--- src/rtl/cout_mon_if.sv ---
// cout_mon_if: bundle between the carry-out monitor and whoever drives and reads it.
//   master: drives en, cout_in, cnt_in, thr, clr, ack; reads evt_cnt, irq, snap, ovf, state
//   slave : the monitor side (mirror of master)
interface cout_mon_if #(parameter int W = 8);
    logic         en;
    logic         cout_in;
    logic [3:0]   cnt_in;
    logic [W-1:0] thr;
    logic         clr;
    logic         ack;
    logic [W-1:0] evt_cnt;
    logic         irq;
    logic [3:0]   snap;
    logic         ovf;
    logic [1:0]   state;
    modport master (output en, cout_in, cnt_in, thr, clr, ack,
                    input  evt_cnt, irq, snap, ovf, state);
    modport slave  (input  en, cout_in, cnt_in, thr, clr, ack,
                    output evt_cnt, irq, snap, ovf, state);
endinterface

--- src/rtl/cout_event_monitor.sv ---
// cout_event_monitor: counts rising edges of an upstream carry-out and raises a held threshold interrupt.
//   clk, rst : clock and synchronous active-high reset
//   bus      : cout_mon_if.slave -- en, cout_in, cnt_in, thr, clr, ack in;
//              evt_cnt, irq, snap, ovf, state out (all registered)
//   COUT_MON_SAT_EN : when defined evt_cnt saturates at all-ones instead of wrapping
module cout_event_monitor #(
    parameter int W = 8
) (
    input  logic       clk,
    input  logic       rst,
    cout_mon_if.slave  bus
);
    typedef enum logic [1:0] {IDLE = 2'd0, RUN = 2'd1, ALERT = 2'd2} st_t;
    st_t          st, st_n;
    logic         cout_d;
    logic [W-1:0] evt_cnt, cnt_n;
    logic [3:0]   snap, snap_n;
    logic         ovf, ovf_n;
    logic         ev, full, count, hit;
    assign ev    = bus.cout_in & ~cout_d;
    assign full  = &evt_cnt;
    assign count = bus.en & ev & (st == RUN || st == ALERT);
    // a full counter can never step onto a non-zero threshold, so at most one alert per clr when saturating
    assign hit   = (st == RUN) & bus.en & ev & (|bus.thr) & ~full & (evt_cnt + W'(1) == bus.thr);
    always_comb begin
        st_n   = st;
        cnt_n  = evt_cnt;
        snap_n = snap;
        ovf_n  = ovf;
        if (bus.clr) begin
            st_n   = bus.en ? RUN : IDLE;
            cnt_n  = '0;
            snap_n = '0;
            ovf_n  = 1'b0;
        end else begin
            if (count) begin
`ifdef COUT_MON_SAT_EN
                cnt_n = full ? evt_cnt : evt_cnt + W'(1);
`else
                cnt_n = evt_cnt + W'(1);
`endif
                ovf_n = ovf | full;
            end
            if (hit)
                snap_n = bus.cnt_in;
            case (st)
                IDLE:    st_n = bus.en ? RUN : IDLE;
                RUN:     st_n = !bus.en ? IDLE : hit ? ALERT : RUN;
                ALERT:   st_n = !bus.ack ? ALERT : bus.en ? RUN : IDLE;
                default: st_n = IDLE;
            endcase
        end
    end
    always_ff @(posedge clk) begin
        if (rst) begin
            st      <= IDLE;
            cout_d  <= 1'b0;
            evt_cnt <= '0;
            snap    <= '0;
            ovf     <= 1'b0;
        end else begin
            st      <= st_n;
            cout_d  <= bus.cout_in;
            evt_cnt <= cnt_n;
            snap    <= snap_n;
            ovf     <= ovf_n;
        end
    end
    assign bus.evt_cnt = evt_cnt;
    assign bus.irq     = (st == ALERT);
    assign bus.snap    = snap;
    assign bus.ovf     = ovf;
    assign bus.state   = st;
endmodule

--- src/flat_wrapper.sv ---
// flat-port wrapper written by rule: the top's interface ports become plain ports
module cout_event_monitor_flat 
#(
    parameter int W = 8
)
  (clk, rst, bus_en, bus_cout_in, bus_cnt_in, bus_thr, bus_clr, bus_ack, bus_evt_cnt, bus_irq, bus_snap, bus_ovf, bus_state);
  cout_mon_if #(.W(W)) bus_i ();
  input  logic clk;
  input  logic rst;
  input wire logic [$bits(bus_i.en)-1:0] bus_en;
  input wire logic [$bits(bus_i.cout_in)-1:0] bus_cout_in;
  input wire logic [$bits(bus_i.cnt_in)-1:0] bus_cnt_in;
  input wire logic [$bits(bus_i.thr)-1:0] bus_thr;
  input wire logic [$bits(bus_i.clr)-1:0] bus_clr;
  input wire logic [$bits(bus_i.ack)-1:0] bus_ack;
  output wire logic [$bits(bus_i.evt_cnt)-1:0] bus_evt_cnt;
  output wire logic [$bits(bus_i.irq)-1:0] bus_irq;
  output wire logic [$bits(bus_i.snap)-1:0] bus_snap;
  output wire logic [$bits(bus_i.ovf)-1:0] bus_ovf;
  output wire logic [$bits(bus_i.state)-1:0] bus_state;
  assign bus_i.en = bus_en;
  assign bus_i.cout_in = bus_cout_in;
  assign bus_i.cnt_in = bus_cnt_in;
  assign bus_i.thr = bus_thr;
  assign bus_i.clr = bus_clr;
  assign bus_i.ack = bus_ack;
  assign bus_evt_cnt = bus_i.evt_cnt;
  assign bus_irq = bus_i.irq;
  assign bus_snap = bus_i.snap;
  assign bus_ovf = bus_i.ovf;
  assign bus_state = bus_i.state;
  cout_event_monitor #(.W(W)) u_core (.clk(clk), .rst(rst), .bus(bus_i));
endmodule
--- config.mk ---
export PLATFORM = sky130hd
export DESIGN_NAME = cout_event_monitor_flat
export DESIGN_NICKNAME = d
export VERILOG_FILES = /design/src/rtl/cout_mon_if.sv /design/src/rtl/cout_event_monitor.sv /design/src/flat_wrapper.sv
export SDC_FILE = /design/constraint.sdc
export NUM_CORES = 1
export LEC_CHECK = 0
export ABC_AREA = 1
export BUFFER_PORTS_ARGS = -buffer_cell sky130_fd_sc_hd__buf_2
export CAP_MARGIN = 20
export CORE_ASPECT_RATIO = 1.2
export CORE_MARGIN = 8
export CORE_UTILIZATION = 54
export DETAILED_ROUTE_END_ITERATION = 8
export HOLD_SLACK_MARGIN = 0.12
export PLACE_DENSITY = 0.87
export SLEW_MARGIN = 10
export SYNTH_ARGS = -nofsm -noshare
export SYNTH_HDL_FRONTEND = slang
export SYNTH_SLANG_ARGS = --single-unit
--- constraint.sdc ---
create_clock -name clk -period 5.2 [get_ports clk]
set_clock_uncertainty 0.2 [all_clocks]
set_input_delay 0.26 -clock clk [delete_from_list [all_inputs] [get_ports clk]]
set_output_delay 0.26 -clock clk [all_outputs]
set_load 0.05 [all_outputs]
; After elaboration in Yosys (flattened, before gate mapping)
; Index checks and enable logic that the tools add are counted.
[word_totals]
regBits = 16
output_inout_bits = 16
word_cells = 31
[classes]
add_sub_neg = 1
n_eq_ne = 3
n_mux = 6
bitwise = 11
n_reduce_logical = 5
[op_table]
columns = op, n
row1 = $add 8x1->8 const B, 1
row2 = $and 1x1->1, 8
row3 = $eq 8x8->1, 1
row4 = $mux 2, 4
row5 = $reduce_and 8->1, 1
row6 = $reduce_or 8->1, 1
row7 = $pmux 2 s3, 1
row8 = $eq 2x1->1 const B, 1
row9 = $eq 2x2->1 const B, 1
row10 = $logic_not 2->1, 1
row11 = $not 1->1, 2
row12 = $reduce_or 2->1, 1
row13 = $logic_or 1x1->1, 1
row14 = $mux 1, 1
row15 = $or 1x1->1, 1

; Logic depth before layout (Yosys ltp)
[depth]
ltp_word = 10
depth_mapped = 14

; Least setup slack after synthesis
; No wires, ideal clock.
[synth_timing]
path_type = flip-flop to flip-flop
startpoint = register u_core.evt_cnt[0] (netlist: u_core.bus.evt_cnt[0])
endpoint = register u_core.st[0] (netlist: u_core.bus.state[0])
setup_ns = 0.114
arrival_time_ns = 1.962
required_ns = 4.886
path_slack_ns = 2.924
path_stages_with_launch = 13
n_path_buf = 0
synth_period_minus_slack_ns = 2.276
path_cell_list = dfxtp_1 -> ha_1 -> nand2_1 -> nor2_4 -> nand3_2 -> nand3_1 -> nand3_1 -> nor2_2 -> nand3_4 -> nand2_2 -> nand2_1 -> nand2_1 -> a21oi_2
[synth_via]
elab_chain_len = 8
word_cells_on_any_way = 10
cone_classes = 1 x add/sub / 1 x eq/ne / 4 x mux / 3 x bitwise / 1 x reduce/logical
[synth_lines]
columns = element, line
row1 = "start, declared", cout_event_monitor.sv:16  ; logic [W-1:0] evt_cnt, cnt_n;
row2 = "start signal, assigned", cout_event_monitor.sv:64  ; evt_cnt <= cnt_n;
row3 = branches (longest 3 deep; another with $add 8x1->8), n/a
row4 = $and 1x1->1 (*), cout_event_monitor.sv:24  ; assign hit = (st == RUN) & bus.en & ev & (|bus.thr) & ~full & (evt_cnt + W'(1) == bus.thr);
row5 = $mux 2 (*) (2 in a row), cout_event_monitor.sv:48  ; RUN: st_n = !bus.en ? IDLE : hit ? ALERT : RUN;
row6 = $pmux 2 s3 (*), cout_event_monitor.sv:46  ; case (st)
row7 = $mux 2 (*), cout_event_monitor.sv:30  ; if (bus.clr) begin
row8 = "end signal, assigned", cout_event_monitor.sv:62  ; st <= st_n;
row9 = "end, declared", cout_event_monitor.sv:14  ; st_t st, st_n;
; Every way passes the cells marked *.
; A chain may end at the register's enable or synchronous reset.

; Worst setup path after layout
; Same ends and word-level chain as after synthesis.

==> summary.txt <==
Power
  – Total Power Consumption: 0.248 mW
  – Power per cell area: 180 nW/um2
  – Maximum vdd drop: 0.155 mV
  – Leakage Power: 0.699 nW

Placement
  – HPWL after detailed placement: 2240 um
  – Total of buffers placed on input and output ports: 33
  – Routability cong.: 0.896

Global route
  – Number of global-route vias before repair: 1191
  – Maximum number of pins on one net before global-route repair: 12
  – Remaining global-route overflow: 0
  – Global-route wire length before repair: 4810 um
  – Number of antenna violations at the first check in global routing: 0
  – GR Util All Layers: 15.6%

Die
  – Std cell rows: 17
  – Die Outline Area: 3680 um2
  – Std-Cell Core Area: 1850 um2
  – Overall die height: 64.9 um
  – I/O pin count: 34
  – Horizontal die dimension: 56.7 um
  – Initial Utilization: 58.1%

Hold path
  – Worst hold path stage count: 5
  – Critical hold path startpoint: bus_en
  – Endpoint, Worst Hold: u_core.bus.state[0]$_SDFF_PP0_
  – Min-delay worst type: in2reg

Logic synthesis
  – Syn Area/Cell: 6.40 um2
  – Gate count after technology mapping: 168
  – Number of warnings issued by yosys: 0
  – Xor/xnor share of the synthesized area: 0%
  – Fraction of the mapped netlist area in simple logic gates: 37.5%
  – Cell area after synthesis: 1070 um2
  – Synth Flop Type: dfxtp_1
  – Synthesized net count: 191
  – Compound-Gate Fraction of Synth Area: 14.7%
  – Number of enable-type register cells in the synthesized netlist: 0
  – Async set or reset register ratio after synthesis: 0%
  – Largest cells by area after synthesis: dfxtp_1 30%, nand2_1 15%, inv_1 10%
  – Multiplexer share of the synthesized area: 0%
  – Share of Yosys cell area claimed by the top area cell type: 29.8%
  – Unique cell type count in the Yosys netlist: 27
  – Post-synthesis sequential area ratio: 29.8%
  – Dominant combinational cell family by area after synthesis: simple AND/OR/NAND/NOR gates
  – Post-synthesis share of cell area spent on full adders, half adders and majority gates: 5.82%
  – Flops & latches, synth: 16
  – Cell type with the highest aggregate area in the netlist: dfxtp_1

Timing
  – Worst slew slack as a fraction of its limit: 59.8%
  – Setup repair after global routing missed its margin: false
  – Number of endpoints failing setup at the final stage: 0
  – Post-layout minimum cycle time: 2.03 ns
  – Transition at the pin with the smallest max-transition slack: 0.601 ns
  – Number of hold violations in the final report: 0
  – Final period utilization: 39.1%
  – F_max: 0.492 GHz
  – Post-route setup TNS: 0 ns
  – Number of pins exceeding their max-slew limit in the final report: 0
  – Hold Slack: 0.163 ns

Critical path
  – Max FO, Critical Path: 10
  – Crit path launch: u_core.bus.evt_cnt[0]$_SDFFE_PP0P_
  – Worst Path Required: 5.19 ns
  – Endpoint arrival time on the critical path: 2.03 ns
  – Class of the most critical setup path: reg2reg
  – Endpoint kind of the worst setup timing path: flop
  – Source of the worst register-to-register timing path: u_core.bus.evt_cnt[0]$_SDFFE_PP0P_
  – Kind of start point of the critical path: flop
  – Number of cell instances on the worst register-to-register path: 11
  – Reg2Reg Capture Point: u_core.bus.state[0]$_SDFF_PP0_
  – FF-to-FF setup slack: 3.17 ns

Job
  – Reported max-cap violation count: 0

Layout
  – Diodes inserted: 0
  – Total of fill cells in the finished design: 151
  – Share of cells above drive strength 1: 24.5%
  – Growth of design area from synthesis to finish: 28.3%
  – # nets final: 236

Detailed routing
  – Total length of routed wires: 2820 um
  – Residual DRC: 0
  – Detailed-route wire length per cell: 12.2 um
  – Vias per Instance: 5.23
  – Total number of vias: 1208
  – Number of nets with antenna violations after routing: 0
  – Initial drt markers: 25
  – Pre-antenna DRT Iters: 4

CTS
  – Insertion delay of the later-clocked pin in the worst-skew pair: 0.29 ns
  – Clock tree root driver cell: clkbuf_4
  – Quantity of hold-fixing buffers added after cts: 9
  – Setup bufs post-CTS: 0
  – PostCTS Resize Cnt: 0
  – TritonCTS clock tree: done
  – Sinks on Clock Net: 16
  – Level count of the clock H-tree: 1
  – Num CTS Buffers: 3
  – Number of buffers on the longest clock path: 2
  – Clock-pin slew of the registers on the worst-case setup and hold paths: 0.10 ns

Status
  – Outcome: finished clean
-- area by class of cell --
| type | count | area, um2 | area share [%] |
|---|---|---|---|
| inverter | 32 | 120 | 8.71 |
| timing repair buffer | 42 | 255 | 18.5 |
| multi-input combinational | 118 | 623 | 45.2 |
| clock buffer | 4 | 36.3 | 2.63 |
| tap | 19 | 23.8 | 1.72 |
| sequential | 16 | 320 | 23.2 |
-- synthesized netlist by cell type (2+ instances only) --
| cell | n |
|---|---|
| dfxtp_1 | 16 |
| nand2_1 | 44 |
| inv_1 | 30 |
| inv_2 | 2 |
| nor2_4 | 2 |
| a21oi_1 | 11 |
| nor2_1 | 14 |
| ha_1 | 5 |
| nand3_1 | 14 |
| nor2_2 | 3 |
| o21ai_0 | 8 |
| o21ai_1 | 4 |
-- metrics by stage --
step	cell area, um2	worst slack (ns)	cells	utilization, %
2_1_floorplan	1070	2.92	168	-
3_3_place_gp	1250	3.27	218	67.7
3_5_place_dp	1250	3.18	218	67.7
4_1_cts	1380	3.15	231	74.5
5_1_grt	1380	2.99	231	74.5
6_report	1380	3.17	231	74.5
-- how the worst max path moves through the flow --
stage          slack [ns]  cells past startpoint                             end
6_report             3.17                     11  u_core.bus.state[0]$_SDFF_PP0_
5_1_grt              2.99                     12  u_core.bus.state[0]$_SDFF_PP0_
4_1_cts              3.15                     11  u_core.bus.state[0]$_SDFF_PP0_
3_5_place_dp         3.18                     11  u_core.bus.state[0]$_SDFF_PP0_
3_3_place_gp         3.27                     11  u_core.bus.state[0]$_SDFF_PP0_
2_1_floorplan        2.92                     12  u_core.bus.state[0]$_SDFF_PP0_
-- layer usage --
metal / part of all wire [%] / global-route usage [%] / wire length (um)
met5: 0 / 0 / 0
met1: 39 / 15.6 / 1090
met2: 53 / 28.7 / 1490
met3: 5.6 / 3.31 / 157
met4: 3.1 / 9.34 / 87
-- where the power goes --
part           switching (mW)  leakage, nW  total (mW)  internal, mW
clock network          0.0407       0.0210      0.0834        0.0427
registers             0.00167        0.129       0.126         0.124
logic                  0.0223        0.549      0.0389        0.0166
total                  0.0647        0.699       0.248         0.183
-- critical path, cell delays in order (launching register included) --
cell	delay, ns
dfxtp_1	0.44
ha_1	0.23
nand3_1	0.16
o21bai_2	0.17
and2_4	0.17
nor2_2	0.04
nor2_2	0.14
nand3_4	0.14
nand2_2	0.08
nand2_1	0.04
nand2_1	0.07
a21oi_2	0.05
-- state kept, by name (all words and copies together), names as in the netlist --
| register | cells |
|---|---|
| u_core.bus.evt_cnt | 8 |
| u_core.bus.snap | 4 |
| u_core.bus.state | 2 |
| u_core.bus.ovf | 1 |
| u_core.cout_d | 1 |
-- logic make-up after synthesis --
family,count (synthesis)
flip-flops,16
buffers and inverters,34
AND/OR/NAND/NOR,85
AO/OA/AOI/OAI,28
adder cells (fa/ha/maj),5
-- cells in the final DEF, fill, tap and decap left out, drive strengths merged, types with 4 or more instances in the layout --
cell type    synthesis  layout
clkbuf               1       4
nand2               45      45
nand3               16      16
inv                 32      32
nor2                19      19
ha                   5       5
a21oi               12      12
dlygate4sd3          0       9
o21ai               13      13
buf                  1      33
dfxtp               16      16
(Power assumes the default switching activity.)
